File: config.mk
export PLATFORM = sky130hd
export DESIGN_NAME = uart_rx_os16
export DESIGN_NICKNAME = d
export VERILOG_FILES = /design/src/rtl/uart_pkg.sv /design/src/rtl/uart_rx_fifo.sv /design/src/rtl/uart_rx_os16.sv
export SDC_FILE = /design/constraint.sdc
export NUM_CORES = 1
export LEC_CHECK = 0
export ABC_CLOCK_PERIOD_IN_PS = 1800
export BUFFER_PORTS_ARGS = -buffer_cell sky130_fd_sc_hd__buf_2
export CORE_MARGIN = 4
export CORE_UTILIZATION = 54
export CTS_CLUSTER_DIAMETER = 40
export DETAILED_ROUTE_END_ITERATION = 10
export PLACE_DENSITY = 0.75
export SLEW_MARGIN = 20
export SYNTH_ARGS = -nofsm -noshare
export SYNTH_HDL_FRONTEND = slang
export SYNTH_SLANG_ARGS = --single-unit
File: constraint.sdc
create_clock -name clk -period 1.8 [get_ports clk]
set_input_delay 0.54 -clock clk [delete_from_list [all_inputs] [get_ports clk]]
set_output_delay 0.54 -clock clk [all_outputs]
set_load 0.01 [all_outputs]
File: src/rtl/uart_pkg.sv
// Shared definitions for the 16x-oversampled UART receive path.
//  UART_DATA_BITS : data bits per frame (8N1)
//  OVERSAMPLE     : sample ticks per bit period
//  rx_state_e     : receiver FSM state encoding
//  tick_div()     : system clocks per sample tick, truncated
package uart_pkg;

  localparam int unsigned UART_DATA_BITS = 8;
  localparam int unsigned OVERSAMPLE     = 16;

  typedef enum logic [1:0] {
    IDLE  = 2'd0,
    START = 2'd1,
    DATA  = 2'd2,
    STOP  = 2'd3
  } rx_state_e;

  function automatic int unsigned tick_div(input int unsigned clk_freq,
                                           input int unsigned baud);
    return clk_freq / (baud * OVERSAMPLE);
  endfunction

endpackage

File: src/rtl/uart_rx_fifo.sv
// Receive byte FIFO: circular buffer with wrapping pointers and an occupancy
// counter. The head entry is held in a register so rd_data is glitch-free and
// changes on the same edge the read pointer moves.
//  clk, rst  : clock, asynchronous active-high reset
//  wr_en     : write request (dropped when full unless a pop happens too)
//  wr_data   : byte to write
//  rd_en     : pop request (ignored when empty)
//  rd_data   : registered head entry
//  count     : occupancy 0..DEPTH
//  full      : count == DEPTH
//  empty     : count == 0
module uart_rx_fifo #(
  parameter int unsigned DEPTH = 4,
  parameter int unsigned WIDTH = 8
) (
  input  logic                   clk,
  input  logic                   rst,
  input  logic                   wr_en,
  input  logic [WIDTH-1:0]       wr_data,
  input  logic                   rd_en,
  output logic [WIDTH-1:0]       rd_data,
  output logic [$clog2(DEPTH):0] count,
  output logic                   full,
  output logic                   empty
);

  localparam int unsigned AW = $clog2(DEPTH);

  logic [WIDTH-1:0] mem [DEPTH];
  logic [AW-1:0]    wr_ptr;
  logic [AW-1:0]    rd_ptr;
  logic [AW-1:0]    rd_ptr_nxt;
  logic             do_wr;
  logic             do_rd;

  assign empty      = (count == '0);
  assign full       = (count == (AW+1)'(DEPTH));
  assign do_rd      = rd_en & ~empty;
  // A simultaneous pop frees a slot, so a write into a full FIFO succeeds.
  assign do_wr      = wr_en & (~full | do_rd);
  assign rd_ptr_nxt = rd_ptr + 1'b1;

  always_ff @(posedge clk) begin
    if (do_wr) begin
      mem[wr_ptr] <= wr_data;
    end
  end

  always_ff @(posedge clk or posedge rst) begin
    if (rst) begin
      wr_ptr  <= '0;
      rd_ptr  <= '0;
      count   <= '0;
      rd_data <= '0;
    end else begin
      if (do_wr) begin
        wr_ptr <= wr_ptr + 1'b1;
      end
      if (do_rd) begin
        rd_ptr <= rd_ptr_nxt;
      end
      if (do_wr && !do_rd) begin
        count <= count + 1'b1;
      end else if (!do_wr && do_rd) begin
        count <= count - 1'b1;
      end
      // Head register: next stored entry after a pop, or the incoming byte
      // when it becomes the new head (FIFO empty, or last entry popped).
      if (do_rd && (count != (AW+1)'(1))) begin
        rd_data <= mem[rd_ptr_nxt];
      end else if (do_wr && (empty || do_rd)) begin
        rd_data <= wr_data;
      end
    end
  end

endmodule

File: src/rtl/uart_rx_os16.sv
// 16x-oversampled UART receiver, 8N1, LSB first, with a receive FIFO.
//  clk         : system clock, rising edge
//  rst         : asynchronous reset, active-high
//  rx          : serial input, idle high, asynchronous to clk
//  rx_data     : FIFO head byte, valid while rx_valid=1
//  rx_valid    : FIFO non-empty
//  rx_ready    : consumer pop (pop on an edge with rx_valid & rx_ready)
//  rx_done     : 1-clk pulse when a good byte enters the FIFO
//  frame_err   : 1-clk pulse when the stop bit is sampled low (byte dropped)
//  overrun     : sticky, good byte arrived with the FIFO full (byte dropped)
//  fifo_count  : FIFO occupancy
module uart_rx_os16
  import uart_pkg::*;
#(
  parameter int unsigned CLK_FREQ   = 50_000_000,
  parameter int unsigned BAUD       = 115200,
  parameter int unsigned FIFO_DEPTH = 4
) (
  input  logic                        clk,
  input  logic                        rst,
  input  logic                        rx,
  output logic [7:0]                  rx_data,
  output logic                        rx_valid,
  input  logic                        rx_ready,
  output logic                        rx_done,
  output logic                        frame_err,
  output logic                        overrun,
  output logic [$clog2(FIFO_DEPTH):0] fifo_count
);

  localparam int unsigned TICK_DIV = tick_div(CLK_FREQ, BAUD);
  localparam int unsigned TW       = (TICK_DIV > 1) ? $clog2(TICK_DIV) : 1;

  rx_state_e state, state_nxt;

  logic                      rx_meta, rx_s, rx_prev;
  logic [TW-1:0]             tick_cnt;
  logic                      tick;
  logic [3:0]                s;
  logic [2:0]                bit_idx;
  logic                      v7, v8, bit_val;
  logic                      maj3;
  logic [UART_DATA_BITS-1:0] shreg;
  logic                      s_clr;
  logic                      stop_ok;
  logic                      ferr_set;
  logic                      fifo_full, fifo_empty;
  logic                      fifo_pop;
  logic                      full_blocked;
  logic                      start_edge;

  // rx_prev is an edge-detect stage behind the two-flop synchroniser. Because
  // a falling edge needs rx_s to have been high first, IDLE naturally waits
  // for the line to return high after a frame error or break.
  assign start_edge   = rx_prev & ~rx_s;
  assign tick         = (state != IDLE) && (tick_cnt == TW'(TICK_DIV - 1));
  assign maj3         = (v7 & v8) | (v7 & rx_s) | (v8 & rx_s);
  assign fifo_pop     = rx_valid & rx_ready;
  assign full_blocked = fifo_full & ~fifo_pop;
  assign rx_valid     = ~fifo_empty;

  always_ff @(posedge clk or posedge rst) begin
    if (rst) begin
      state <= IDLE;
    end else begin
      state <= state_nxt;
    end
  end

  always_comb begin
    state_nxt = state;
    s_clr     = 1'b0;
    stop_ok   = 1'b0;
    ferr_set  = 1'b0;
    unique case (state)
      IDLE: begin
        if (start_edge) begin
          state_nxt = START;
          s_clr     = 1'b1;
        end
      end
      START: begin
        if (tick && (s == 4'd7)) begin
          if (rx_s) begin
            state_nxt = IDLE;
          end else begin
            state_nxt = DATA;
            s_clr     = 1'b1;
          end
        end
      end
      DATA: begin
        if (tick && (s == 4'd15) && (bit_idx == 3'(UART_DATA_BITS - 1))) begin
          state_nxt = STOP;
        end
      end
      STOP: begin
        // Decide at the third vote and leave early so the next start edge
        // can be caught before the nominal end of the stop bit.
        if (tick && (s == 4'd9)) begin
          state_nxt = IDLE;
          stop_ok   = maj3;
          ferr_set  = ~maj3;
        end
      end
      default: state_nxt = IDLE;
    endcase
  end

  always_ff @(posedge clk or posedge rst) begin
    if (rst) begin
      rx_meta   <= 1'b1;
      rx_s      <= 1'b1;
      rx_prev   <= 1'b1;
      tick_cnt  <= '0;
      s         <= '0;
      bit_idx   <= '0;
      v7        <= 1'b0;
      v8        <= 1'b0;
      bit_val   <= 1'b0;
      shreg     <= '0;
      rx_done   <= 1'b0;
      frame_err <= 1'b0;
      overrun   <= 1'b0;
    end else begin
      rx_meta <= rx;
      rx_s    <= rx_meta;
      rx_prev <= rx_s;

      if ((state == IDLE) || tick) begin
        tick_cnt <= '0;
      end else begin
        tick_cnt <= tick_cnt + 1'b1;
      end

      if (s_clr) begin
        s <= '0;
      end else if (tick) begin
        s <= s + 1'b1;
      end

      if (s_clr) begin
        bit_idx <= '0;
      end else if ((state == DATA) && tick && (s == 4'd15)) begin
        bit_idx <= bit_idx + 1'b1;
      end

      if (tick) begin
        case (s)
          4'd7:    v7      <= rx_s;
          4'd8:    v8      <= rx_s;
          4'd9:    bit_val <= maj3;
          default: ;
        endcase
      end

      if ((state == DATA) && tick && (s == 4'd15)) begin
        shreg <= {bit_val, shreg[UART_DATA_BITS-1:1]};
      end

      rx_done   <= stop_ok & ~full_blocked;
      frame_err <= ferr_set;
      if (stop_ok && full_blocked) begin
        overrun <= 1'b1;
      end
    end
  end

  uart_rx_fifo #(
    .DEPTH (FIFO_DEPTH),
    .WIDTH (UART_DATA_BITS)
  ) u_fifo (
    .clk     (clk),
    .rst     (rst),
    .wr_en   (stop_ok),
    .wr_data (shreg),
    .rd_en   (fifo_pop),
    .rd_data (rx_data),
    .count   (fifo_count),
    .full    (fifo_full),
    .empty   (fifo_empty)
  );

endmodule

==> results.cfg <==
[worst_setup_path]
cp_slowest_stage_delay_ps = 390
crit_required_ps = 2030
start_kind = flip-flop
cp_slowest_cell = dfrtp_1
cp.arrival_ps = 2220
worstSetupPathType = flip-flop to flip-flop
r2r_cells = 8
path_buf_inv = 3
crit_top_cell = buf_4
path_max_fanout = 5
critPathTopFamily = simple AND/OR/NAND/NOR gates
cp.depth = 8
end_kind = flip-flop
crit_chain = inv_1 -> ha_1 -> and3b_2 -> nand4_4 -> a31oi_4 -> buf_4 -> buf_4 -> mux2_1

[sta]
min_period_ps = 1990
clock.fmax_mhz = 502
slew_violations = 0
finalCritPeriodShare_pct = 111
fin_skew_ps = 11.0
setup_viol = 58
max_slew_margin_pct = 61.9
setup_slack_ps = -194
worst_slew_pin_slew_ps = 566
finalHoldViolations = 0
rsz0062_at_grt = true
holdWs_ps = 211

[power]
ir_drop_mv = 1.18
p_per_area_nw_per_um2 = 1260
p_total_mw = 5.43
leakagePower_nw = 1.95

[cells_and_area]
drive_above_1_share_pct = 40.8
multi_input_area_sq_um = 1410
finalNonFillerCells = 391
syn_to_final_growth_pct = 25.5
antenna_cells = 0
stdcell_area_sq_um = 4320
fillers = 389
nNetsFinal = 331
regArea_sq_um = 2120

[synthesis]
async_reset_ff_share_pct = 59.0
synth_top_cell_area_share_pct = 31.3
synthTopCellsByCount = dfrtp_1 (43), edfxtp_1 (32), nor2_1 (23)
yosys.area.top_type = dfrtp_1
netlist_instances = 245
synth_nets = 265
yosysSeqAreaShare_pct = 61.4
syn_area_sq_um = 3440
yosys_warnings = 0
syn_area_per_cell_sq_um = 14.1
synth_area_leaders = dfrtp_1 (31%), edfxtp_1 (28%), ha_1 (5.8%), mux4_2 (5.2%), mux2_1 (2.6%)
yosys_register_bits = 78
synth_edf_count = 32
ys.flop_type = dfrtp_1
yosysMostFrequentCell = dfrtp_1
ys_types = 46

[placement]
placedCellCount = 361
dp_hpwl_um = 4300
place.gp.congestion = 0.834
port_buffers = 18
placed_cell_area_sq_um = 3850
place_ws_ps = -300

[clocking]
clock_latency_ps = 350
cts_tree = done
cts_buffers = 9
cts_max_level = 3
clk_path_buf_depth = 2
clkSlewWorstSetupHoldPaths_ps = 80
numClockSinks = 78
cts-root-buf = clkbuf_8

[run_status]
violations = negative setup slack
status = finished, violations left

[global_route]
track_usage_pct = 19.9
antenna_found_initial = 0
grt_first_pass_wirelength_um = 11400
grt_pass1_vias = 2249
grt_max_degree = 47
gr-total-overflow = 0

[drt]
via_per_inst = 5.60
wl_met1_um = 3190
num_vias = 2190
firstDrtPassIters = 4
drtIter0Drc = 122
drc_errors = 0
wl_um = 7080
route.met3.wl_um = 308
ant_nets = 0
top_layer_used = met4
met2_wirelength_um = 3480
wl_per_cell_um = 18.1

[floorplanning]
start_util_pct = 56.8
dieArea_sq_um = 7720
dieHeight_um = 87.9
die_w_um = 87.9
boundaryPins = 19
core_area_sq_um = 6060
num_rows = 28

[flow_run]
maxCapViolations = 0

[hold_path]
hold_class = input port to async pin
==> cells in the final DEF, fill, tap and decap left out, types with 2 or more instances in the layout <==
master,instances
mux4_2,8
ha_1,13
bufinv_16,3
a21oi_1,2
o21ai_0,11
mux2_2,3
a31oi_1,7
and2_1,2
mux2i_1,3
nand2_1,7
xor2_1,4
and2_4,4
mux2_1,4
buf_4,38
nand3_2,5
nor2_1,21
nor2_2,2
buf_2,18
clkbuf_8,9
inv_2,3
clkinv_2,3
dfrtp_1,43
o21ai_1,2
xnor2_1,8
nand3_1,8
mux2_4,5
dfstp_2,3
inv_1,8
ha_4,2
nor3_1,2
edfxtp_1,32
buf_6,3
==> where the power goes <==
group / leakage (nW) / switching, mW / total [mW] / internal, mW
combinational: 0.872 / 0.825 / 1.63 / 0.806
clock: 0.119 / 0.625 / 1.54 / 0.913
sequential: 0.960 / 0.183 / 2.26 / 2.07
==> kinds of logic after synthesis <==
kind of cell	count (synthesis)	share of synthesized area, %
mux	23	10.0
xor+xnor	13	3.31
buf+inv	18	2.18
fa+ha+maj	17	6.10
flops	78	61.4
compound gates	29	5.78
simple gates	67	11.2
==> routing by layer <==
metal | vias up | track usage, %
li1 | 1029 | -
met1 | 1085 | 27.6
met2 | 67 | 31.2
met3 | 9 | 4.52
met4 | 0 | 6.83
met5 | - | 0
==> per-stage QoR <==
step                      TNS, ps  util [%]
final                       -6780      71.3
after global routing       -12040      71.3
after CTS                   -5890      69.2
after detailed placement    -6870      63.6
after global placement      -3850      63.6
after floorplan             -2500         -
==> area by class of cell <==
| cell class | count | share of cell area, % |
|---|---|---|
| inverter | 11 | 0.955 |
| timing repair buffer | 60 | 9.93 |
| clock inverter | 7 | 2.61 |
| tap | 75 | 2.17 |
| multi-input combinational | 151 | 32.5 |
| clock buffer | 9 | 2.87 |
| sequential | 78 | 49.0 |
==> registers in the layout, indices dropped and copies added (netlist names), 2 cells and up, named ones only <==
name / cells
bit_idx: 3
s: 4
shreg: 8
tick_cnt: 5
u_fifo.count: 3
u_fifo.mem: 32
u_fifo.rd_data: 8
u_fifo.rd_ptr: 2
u_fifo.wr_ptr: 2
==> worst min-delay path, stage by stage <==
cell and delay [ps]:
buf_2 100, inv_2 60, buf_12 230
==> what timing repair did <==
item / CTS / global route
setup buffers: 8 / 4
gates cloned: 1 / 1
setup endpoints to repair: 59 / 64
hold buffers: 0 / 0
pin swaps: 11 / 7
resized for setup: 13 / 21
==> final timing paths <==
| check | startpoint | endpoint | slack, ps |
|---|---|---|---|
| worst max-delay path | s[1] | u_fifo.wr_ptr[1] | -190 |
| worst min-delay path | rst | rx_done | 210 |
| worst max register to register | s[1] | u_fifo.wr_ptr[1] | -190 |
| worst min register to register | rx_meta | rx_s | 370 |
| max in group asynchronous | rst | rx_prev | 1310 |
| min in group clk | rx | rx_meta | 290 |
Note: power is estimated with default switching activity, not from simulation.
